`src/rtl/mips_pkg.sv`:
```
// mips_pkg: opcode, funct and PC-source encodings shared by the multicycle MIPS datapath and control
package mips_pkg;
    localparam logic [5:0] OP_RTYPE = 6'b000000;
    localparam logic [5:0] OP_J = 6'b000010;
    localparam logic [5:0] OP_BEQ = 6'b000100;
    localparam logic [5:0] OP_ADDI = 6'b001000;
    localparam logic [5:0] OP_ORI = 6'b001101;
    localparam logic [5:0] FUNCT_ADD = 6'b100000;
    localparam logic [1:0] PCSRC_ALU = 2'b00;
    localparam logic [1:0] PCSRC_ALUOUT = 2'b01;
    localparam logic [1:0] PCSRC_JUMP = 2'b10;
    localparam logic [1:0] PCSRC_HOLD = 2'b11;

    function automatic logic [31:0] sext16(input logic [15:0] v);
        return {{16{v[15]}}, v};
    endfunction
endpackage

```
`src/rtl/mips_fetch_unit_en_reg.sv`:
```
// en_reg: load-enabled register with asynchronous active-low reset to a parameterised value
module en_reg #(
    parameter int W = 32,
    parameter logic [W-1:0] RST_VAL = '0
) (
    input  logic         clock,
    input  logic         rst,
    input  logic         en,
    input  logic [W-1:0] d,
    output logic [W-1:0] q
);
    always_ff @(posedge clock or negedge rst)
        if (!rst) q <= RST_VAL;
        else if (en) q <= d;
endmodule

```
`src/rtl/mips_fetch_unit.sv`:
```
// mips_fetch_unit: PC, IR and ALUOut registers driven by the multicycle control strobes,
// plus field decode of the latched instruction.
module mips_fetch_unit
    import mips_pkg::*;
#(
    parameter logic [31:0] RESET_PC = 32'h0000_0000,
    parameter int IMEM_AW = 8
) (
    input  logic               clock,
    input  logic               rst,
    input  logic               PC_write,
    input  logic               Branch,
    input  logic               IR_write,
    input  logic               ALU_reg_write,
    input  logic [1:0]         Pc_src_mux,
    input  logic [31:0]        alu_result,
    input  logic               alu_zero,
    input  logic [31:0]        imem_rdata,
    output logic [IMEM_AW-1:0] imem_addr,
    output logic [31:0]        pc,
    output logic [31:0]        alu_out,
    output logic [5:0]         op,
    output logic [5:0]         Funct,
    output logic [4:0]         rs,
    output logic [4:0]         rt,
    output logic [4:0]         rd,
    output logic [31:0]        imm_sext,
    output logic [31:0]        imm_br,
    output logic               instr_valid,
    output logic [15:0]        retired
);
    logic [31:0] ir, next_pc;
    logic pc_load;

    assign pc_load = PC_write | (Branch & alu_zero);
    // Jump target comes from the latched IR, never from the word currently on imem_rdata
    assign next_pc = (Pc_src_mux == PCSRC_ALU) ? alu_result :
                     (Pc_src_mux == PCSRC_ALUOUT) ? alu_out :
                     (Pc_src_mux == PCSRC_JUMP) ? {pc[31:28], ir[25:0], 2'b00} : pc;

    en_reg #(.W(32), .RST_VAL(RESET_PC)) u_pc (
        .clock(clock), .rst(rst), .en(pc_load), .d(next_pc), .q(pc)
    );
    en_reg #(.W(32), .RST_VAL(32'h0)) u_ir (
        .clock(clock), .rst(rst), .en(IR_write), .d(imem_rdata), .q(ir)
    );
    en_reg #(.W(32), .RST_VAL(32'h0)) u_alu_out (
        .clock(clock), .rst(rst), .en(ALU_reg_write), .d(alu_result), .q(alu_out)
    );

    always_ff @(posedge clock or negedge rst)
        if (!rst) begin
            instr_valid <= 1'b0;
            retired <= '0;
        end else begin
            if (IR_write) instr_valid <= 1'b1;
            if (pc_load) retired <= retired + 16'd1;
        end

    assign imem_addr = pc[IMEM_AW+1:2];
    assign op = ir[31:26];
    assign rs = ir[25:21];
    assign rt = ir[20:16];
    assign rd = ir[15:11];
    assign Funct = ir[5:0];
    assign imm_sext = sext16(ir[15:0]);
    assign imm_br = {imm_sext[29:0], 2'b00};
endmodule

```
`config.mk`:
```
export PLATFORM = sky130hd
export DESIGN_NAME = mips_fetch_unit
export DESIGN_NICKNAME = d
export VERILOG_FILES = /design/src/rtl/mips_pkg.sv /design/src/rtl/mips_fetch_unit_en_reg.sv /design/src/rtl/mips_fetch_unit.sv
export SDC_FILE = /design/constraint.sdc
export NUM_CORES = 1
export LEC_CHECK = 0
export ABC_AREA = 1
export CORE_MARGIN = 1.5
export CORE_UTILIZATION = 25
export DETAILED_ROUTE_END_ITERATION = 10
export PLACE_DENSITY = 0.49
export SYNTH_ARGS = -nofsm -noshare
export SYNTH_HDL_FRONTEND = slang
export SYNTH_SLANG_ARGS = --single-unit
```
`constraint.sdc`:
```
create_clock -name clock -period 1.7 [get_ports clock]
set_input_delay 0.34 -clock clock [delete_from_list [all_inputs] [get_ports clock]]
set_output_delay 0.34 -clock clock [all_outputs]
set_load 0.005 [all_outputs]
```
; After elaboration in Yosys (flattened, before gate mapping)
; Index checks and enable logic that the tools add are counted.
; W data, S select, Z words.
[totals]
register_bits = 113
input_bits = 73
out_inout_bits = 180
wordCells = 19
[op_classes]
add_sub_neg = 1
eq_ne = 2
n_mux = 3
bitwise_logic = 2
n_reduce_logical = 5
[op_table]
columns = operator, n
row1 = $mux W32, 2
row2 = $mux W28, 1
row3 = $add A16 B1 Y16 const B, 1
row4 = $reduce_and A2 Y1, 2
row5 = $reduce_bool A3 Y1, 1
row6 = $eq A2 B1 Y1 const B, 1
row7 = $eq A2 B2 Y1 const B, 1
row8 = $logic_not A2 Y1, 1
row9 = $reduce_bool A2 Y1, 1
row10 = $and A1 B1 Y1, 1
row11 = $or A1 B1 Y1, 1

; Depth between registers and ports, before layout
; Gate-level depths: netlist (run 1).
[logic_depth]
ltp_word = 4
depth_mapped = 9
depth_no_buf = 9

; By module
; A second synthesis (run 1) with hierarchy kept.
[hier_totals]
hier_cells = 745
hier_area_um2 = 6188.4
[modules_own_cells]
columns = module, n_inst, cells_per_inst, area_each_um2, seq_area_each_um2
row1 = en_reg, 3, 136, 1292.5, 800.8
row2 = mips_fetch_unit, 1, 337, 2311.0, 425.4

; Least setup slack after synthesis (run 1)
; No wires, ideal clock.
[synth_timing]
path_kind = register -> output
start = reg u_ir.q[15]
end = out imm_br[18]
arrival_ns = 1.039
t_required_ns = 1.360
slack_ns = 0.321
stages_incl_launch_ff = 2
n_path_buf = 1
cell_sequence = dfrtp_1 buf_4
[synth_rtl]
columns = element, line
row1 = start: declaration, mips_fetch_unit_en_reg.sv:10  ; output logic [W-1:0] q
row2 = start signal: assignment, mips_fetch_unit_en_reg.sv:13  ; if (!rst) q <= RST_VAL;
row3 = start signal: assignment, mips_fetch_unit_en_reg.sv:14  ; else if (en) q <= d;
row4 = end: declaration, mips_fetch_unit.sv:28  ; output logic [31:0] imm_br,
; No word-level cell between the ends.

; Worst setup path after layout (run 1)
[layout_timing]
start = reg retired[1]
end = out retired[1]
[layout_rtl]
columns = element, line
row1 = start: declaration, mips_fetch_unit.sv:30  ; output logic [15:0] retired
row2 = start signal: assignment, mips_fetch_unit.sv:57  ; if (pc_load) retired <= retired + 16'd1;
; No word-level cell between the ends.

==> results.json, run 1 <==
{
  "grt_overflow": 0,
  "setup_viol": 0,
  "fp.dieW_um": 150,
  "worst_slack_ps": 45.8,
  "routed_wirelength_um": 17700,
  "grt_max_degree": 37,
  "clock_path_buffers": 2,
  "fin_area_sq_mm": 0.00871,
  "worstPathRequired_ps": 1360,
  "numCtsBuffers": 17,
  "dpl-instance-area_sq_mm": 0.00794,
  "fmax_ghz": 0.605,
  "fin_total_pwr_mw": 9.03,
  "synth_top_family_by_area": "simple AND/OR/NAND/NOR gates",
  "grt_pass1_wl_um": 26800,
  "grt_pass1_vias": 4692,
  "grt_usage": 0.158,
  "crit_slowest_cell": "clkdlybuf4s50_1",
  "routabilityCongestion": 0.711,
  "maxCapViolCount": 0,
  "insertion_delay_ps": 410,
  "clock-sinks": 113,
  "io_pins": 253,
  "synth_compound_gate_area_share": 0.103,
  "layout_commonest_cell": "nand2_1",
  "cts-root-buf": "clkbuf_16",
  "diodes": 0,
  "die_h_um": 150,
  "period_needed_ps": 1650,
  "synth_area_leaders": "dfrtp_1 (52%), nand2_1 (13%), buf_4 (9.5%), inv_1 (4.6%), o221ai_1 (4.2%)",
  "synth_fa_ha_area_frac": 0.00230,
  "synth-seq-cells": 113,
  "initial_core_util": 0.257,
  "antenna_found_initial": 0,
  "criticalPathCategory": "reg2out",
  "skew_ps": 7.66,
  "syn_area_sq_mm": 0.00543,
  "critPathLaunchType": "flop",
  "leakage_nw": 4.37,
  "vias_per_cell": 4.17,
  "drc": 0,
  "synth_cell_type_count": 25,
  "critPathCaptureType": "output port",
  "rrSetupSlack_ps": 220,
  "clk_pin_slew_worst_paths_ps": 50,
  "cp.buffers_inverters": 1,
  "first_iter_violations": 136,
  "hp-class": "in2reg",
  "hpwl_um": 12500,
  "period_share": 0.973,
  "via_count": 4791,
  "synthXorXnorAreaFrac": 0.0194,
  "layout.nets": 936,
  "hold-worst-slack_ps": 377,
  "arrival_ps": 1310,
  "rows": 53,
  "synth_area_per_cell_sq_um": 8.58,
  "outcome": "finished, final reports clean",
  "ir_drop_mv": 0.659,
  "place_ws_ps": -160,
  "rsz0062_at_grt": "yes",
  "yosys.area_share.simple": 0.178,
  "yosysWarnings": 0,
  "detail-route-antenna-nets": 0,
  "synthMuxAreaShare": 0.0124,
  "dr.pass1.iters": 4,
  "final_cell_mix": "nand2_1 (188), clkdlybuf4s50_1 (178), dfrtp_1 (111), inv_1 (66), o21ai_0 (43)",
  "pwr_density_cell_mw_per_mm2": 1040,
  "final-hold-violation-count": 0,
  "critPathMaxStageDelay_ps": 520,
  "worstPathCellList": "clkdlybuf4s50_1",
  "wl_per_cell_um": 15.4,
  "netlist.top_cell.by_area": "dfrtp_1",
  "cpLargestDelayFamily": "buffers and inverters",
  "drv_slew": 0,
  "htree_levels": 4,
  "path_max_fanout": 4,
  "drive_above_1_share": 0.158,
  "io_buffers": 250,
  "fp.dieArea_sq_mm": 0.0226,
  "ys_seq_area_frac": 0.521,
  "cts_tree": "built",
  "coreArea_sq_mm": 0.0212,
  "synth_cells": 633,
  "synth_top_area_frac": 0.521,
  "area_growth_pct": 60.4
}
Yosys cell counts, drive strengths merged:
cell	n
nand3	19
ha	1
buf	80
xor2	6
nand2	190
o21ai	44
nand4	2
dfrtp	113
mux2	6
a31oi	2
clkbuf	15
nor2	31
nor3	1
xnor2	6
conb	1
o221ai	26
or2	1
inv	70
nand3b	2
a21oi	17
layout make-up:
class / instances / area (sq um)
fillers: 2145 / 12400
clock buffers: 22 / 484
multi-input cells: 356 / 1730
inverters: 70 / 263
repair buffers: 304 / 2950
well taps: 275 / 344
flip-flops and latches: 113 / 2830
clock inverters: 9 / 106
metrics by stage:
| step | TNS (ps) | util | instances |
|---|---|---|---|
| floorplan | 0 | - | 634 |
| global placement | -549 | 0.375 | 1089 |
| detailed placement | -870 | 0.375 | 1089 |
| CTS | 0 | 0.405 | 1139 |
| global route | -26.0 | 0.412 | 1149 |
| finish | 0 | 0.412 | 1149 |
registers in the layout (all words and copies together), names as in the netlist:
name	flops
instr_valid	1
retired	16
u_alu_out.q	32
u_ir.q	32
u_pc.q	32
power by group:
group	total (mW)	internal (mW)	switching (mW)
Sequential	3.26	3.03	0.226
Clock	3.55	2.30	1.25
Combinational	2.22	1.31	0.916
Total	9.03	6.64	2.39
timing repair:
action | 4_1_cts | 5_1_grt
cloned | 2 | 0
hold buffers | 1 | 0
setup buffers | 16 | 12
endpoints found under the hold margin | 16 | 0
endpoints found under the setup margin | 52 | 82
gates resized for setup | 142 | 35
pin swaps | 0 | 0
cells by family after synthesis:
group                      count (synthesis)
xor gates and xnor gates                  12
and+or+nand+nor                          246
AOI/OAI and AO/OA                         89
buffers and inverters                    165
adders and majority gates                  1
DFF                                      113
muxes                                      6
other                                      1
layer usage:
metal / GRT usage / up-vias / share of wire
met3: 0.0530 / 12 / 0.079
met1: 0.202 / 2226 / 0.44
met4: 0.0456 / 0 / 0.0091
li1: - / 2398 / -
met2: 0.254 / 155 / 0.47
met5: 0 / - / 0
worst paths after layout:
kind / start / end / cells past startpoint
setup / recovery: retired[1] / retired[1] / 1
hold / removal: IR_write / u_ir.q[27] / 3
setup reg to reg: retired[0] / retired[14] / 9
hold reg to reg: instr_valid / instr_valid / 1
max in group asynchronous: rst / u_ir.q[15] / 3
min in group asynchronous: rst / u_ir.q[2] / 2
Power figures use the tool's default switching activity.
==> inputs of run 2 (changes only) <==
Settings changed: CORE_UTILIZATION 25 to 42, HOLD_SLACK_MARGIN set to 0.02, PLACE_DENSITY 0.49 to 0.78.
==> run 2 against run 1 <==
Effect of this change: cell count is 9.8% lower; non-clock buffer count is 9 lower; design area is 2.3% lower; clock skew is 2.0 ps lower; sequential share of layout area is 0.75 points higher; power is 0.21% higher; combinational power hardly changed; utilization is 26 points higher; first-iteration DRC count grew to 2.6 times the previous value; clock power hardly changed.
==> results.json, run 2 (synthesis gave the netlist of run 1 again) <==
{
  "leakage_nw": 4.24,
  "grt_max_degree": 59,
  "layout_commonest_cell": "clkdlybuf4s50_1",
  "critPathLaunchType": "flop",
  "period_needed_ps": 1680,
  "io_pins": 253,
  "dpl-instance-area_sq_mm": 0.00780,
  "worst_slack_ps": 23.0,
  "rrSetupSlack_ps": 170,
  "area_growth_pct": 56.7,
  "grt_overflow": 0,
  "hp-class": "in2async",
  "period_share": 0.986,
  "nFillCells": 1018,
  "setup_viol": 0,
  "coreArea_sq_mm": 0.0126,
  "detail-route-antenna-nets": 0,
  "drive_above_1_share": 0.130,
  "grt_pass1_vias": 4976,
  "rows": 41,
  "grt_usage": 0.237,
  "initial_core_util": 0.430,
  "numCtsBuffers": 17,
  "fp.dieW_um": 117,
  "drv_slew": 0,
  "critPathMaxStageDelay_ps": 410,
  "diodes": 0,
  "rsz0062_at_grt": "yes",
  "via_count": 5005,
  "hpwl_um": 11300,
  "first_iter_violations": 355,
  "criticalPathCategory": "reg2out",
  "place_ws_ps": -66.1,
  "final_cell_mix": "clkdlybuf4s50_1 (193), nand2_1 (188), dfrtp_1 (112), inv_1 (66), o21ai_0 (43)",
  "clock_path_buffers": 2,
  "htree_levels": 4,
  "drc": 0,
  "critPathCaptureType": "output port",
  "routabilityCongestion": 0.822,
  "cts_tree": "built",
  "layout.nets": 927,
  "vias_per_cell": 4.83,
  "clock-sinks": 113,
  "r2r_start": "retired[0]",
  "path_max_fanout": 9,
  "maxCapViolCount": 0,
  "io_buffers": 250,
  "cts-root-buf": "clkbuf_16",
  "antenna_found_initial": 0,
  "die_h_um": 117,
  "outcome": "finished, final reports clean",
  "clk_pin_slew_worst_paths_ps": 50,
  "worstPathCellList": "buf_4, buf_12, dlygate4sd2_1",
  "ir_drop_mv": 0.518,
  "grt_pass1_wl_um": 24800,
  "skew_ps": 5.68,
  "worstPathRequired_ps": 1360,
  "r2r_cells": 9,
  "cpLargestDelayFamily": "buffers and inverters",
  "crit_slowest_cell": "dfrtp_2",
  "final-hold-violation-count": 0,
  "fmax_ghz": 0.596,
  "top_regs": "u_alu_out.q: 32 flops, u_ir.q: 32 flops, u_pc.q: 32 flops",
  "dr.pass1.iters": 4,
  "pwr_density_cell_mw_per_mm2": 1060,
  "fin_area_sq_mm": 0.00851,
  "cp.buffers_inverters": 3,
  "insertion_delay_ps": 400,
  "arrival_ps": 1340,
  "timing.rr.end": "retired[14]",
  "fin_setup_tns_ps": 0,
  "fp.dieArea_sq_mm": 0.0136,
  "wl_per_cell_um": 15.5,
  "routed_wirelength_um": 16100
}
==> run 2: timing repair <==
action	CTS	global route
buffers inserted	10	10
gates resized for setup	67	50
hold buffers	1	0
gates cloned	2	0
setup endpoints to repair	40	57
hold endpoints to repair	55	0
==> run 2: area by class of cell <==
class / instances / area (sq um) / share of cell area
Tap cell: 172 / 215 / 0.0253
Clock inverter: 6 / 105 / 0.0124
Inverter: 70 / 263 / 0.0309
Timing Repair Buffer: 295 / 2900 / 0.340
Multi-Input combinational cell: 356 / 1720 / 0.202
Sequential cell: 113 / 2830 / 0.332
Clock buffer: 24 / 482 / 0.0566
==> run 2: routing by layer <==
layer	up-vias	GRT usage	routed length, um	part of all wire
met2	220	0.414	8150	0.51
met4	0	0.0916	299	0.019
met3	23	0.0643	1170	0.073
met5	-	0	0	0
li1	2376	-	-	-
met1	2386	0.280	6470	0.40
==> run 2: through the flow <==
stage | cells | utilization | power [mW] | hold WS (ps)
6_report | 1036 | 0.674 | 9.05 | 310
5_1_grt | 1036 | 0.674 | 9.50 | 309
4_1_cts | 1027 | 0.670 | 9.12 | 298
3_5_place_dp | 984 | 0.618 | 5.47 | 171
3_3_place_gp | 984 | 0.618 | 5.41 | 170
2_1_floorplan | 634 | - | 4.17 | 44.4
==> run 2: how the worst max path moves through the flow <==
stage          startpoint           end  slack (ps)  depth (start not counted)
6_report       u_ir.q[15]  imm_sext[27]          20                          3
5_1_grt        u_ir.q[15]    imm_br[23]         -10                          3
3_3_place_gp       Branch     u_pc.q[0]           7                          9
2_1_floorplan  u_ir.q[15]    imm_br[18]         320                          1
3_5_place_dp       Branch   retired[14]         -70                          9
4_1_cts        u_ir.q[15]  imm_sext[15]        -120                          4
==> run 2: power breakdown <==
part	switching [mW]	internal (mW)	leakage [nW]
sequential	0.258	3.04	1.37
clock	1.17	2.40	0.290
combinational	0.889	1.30	2.57
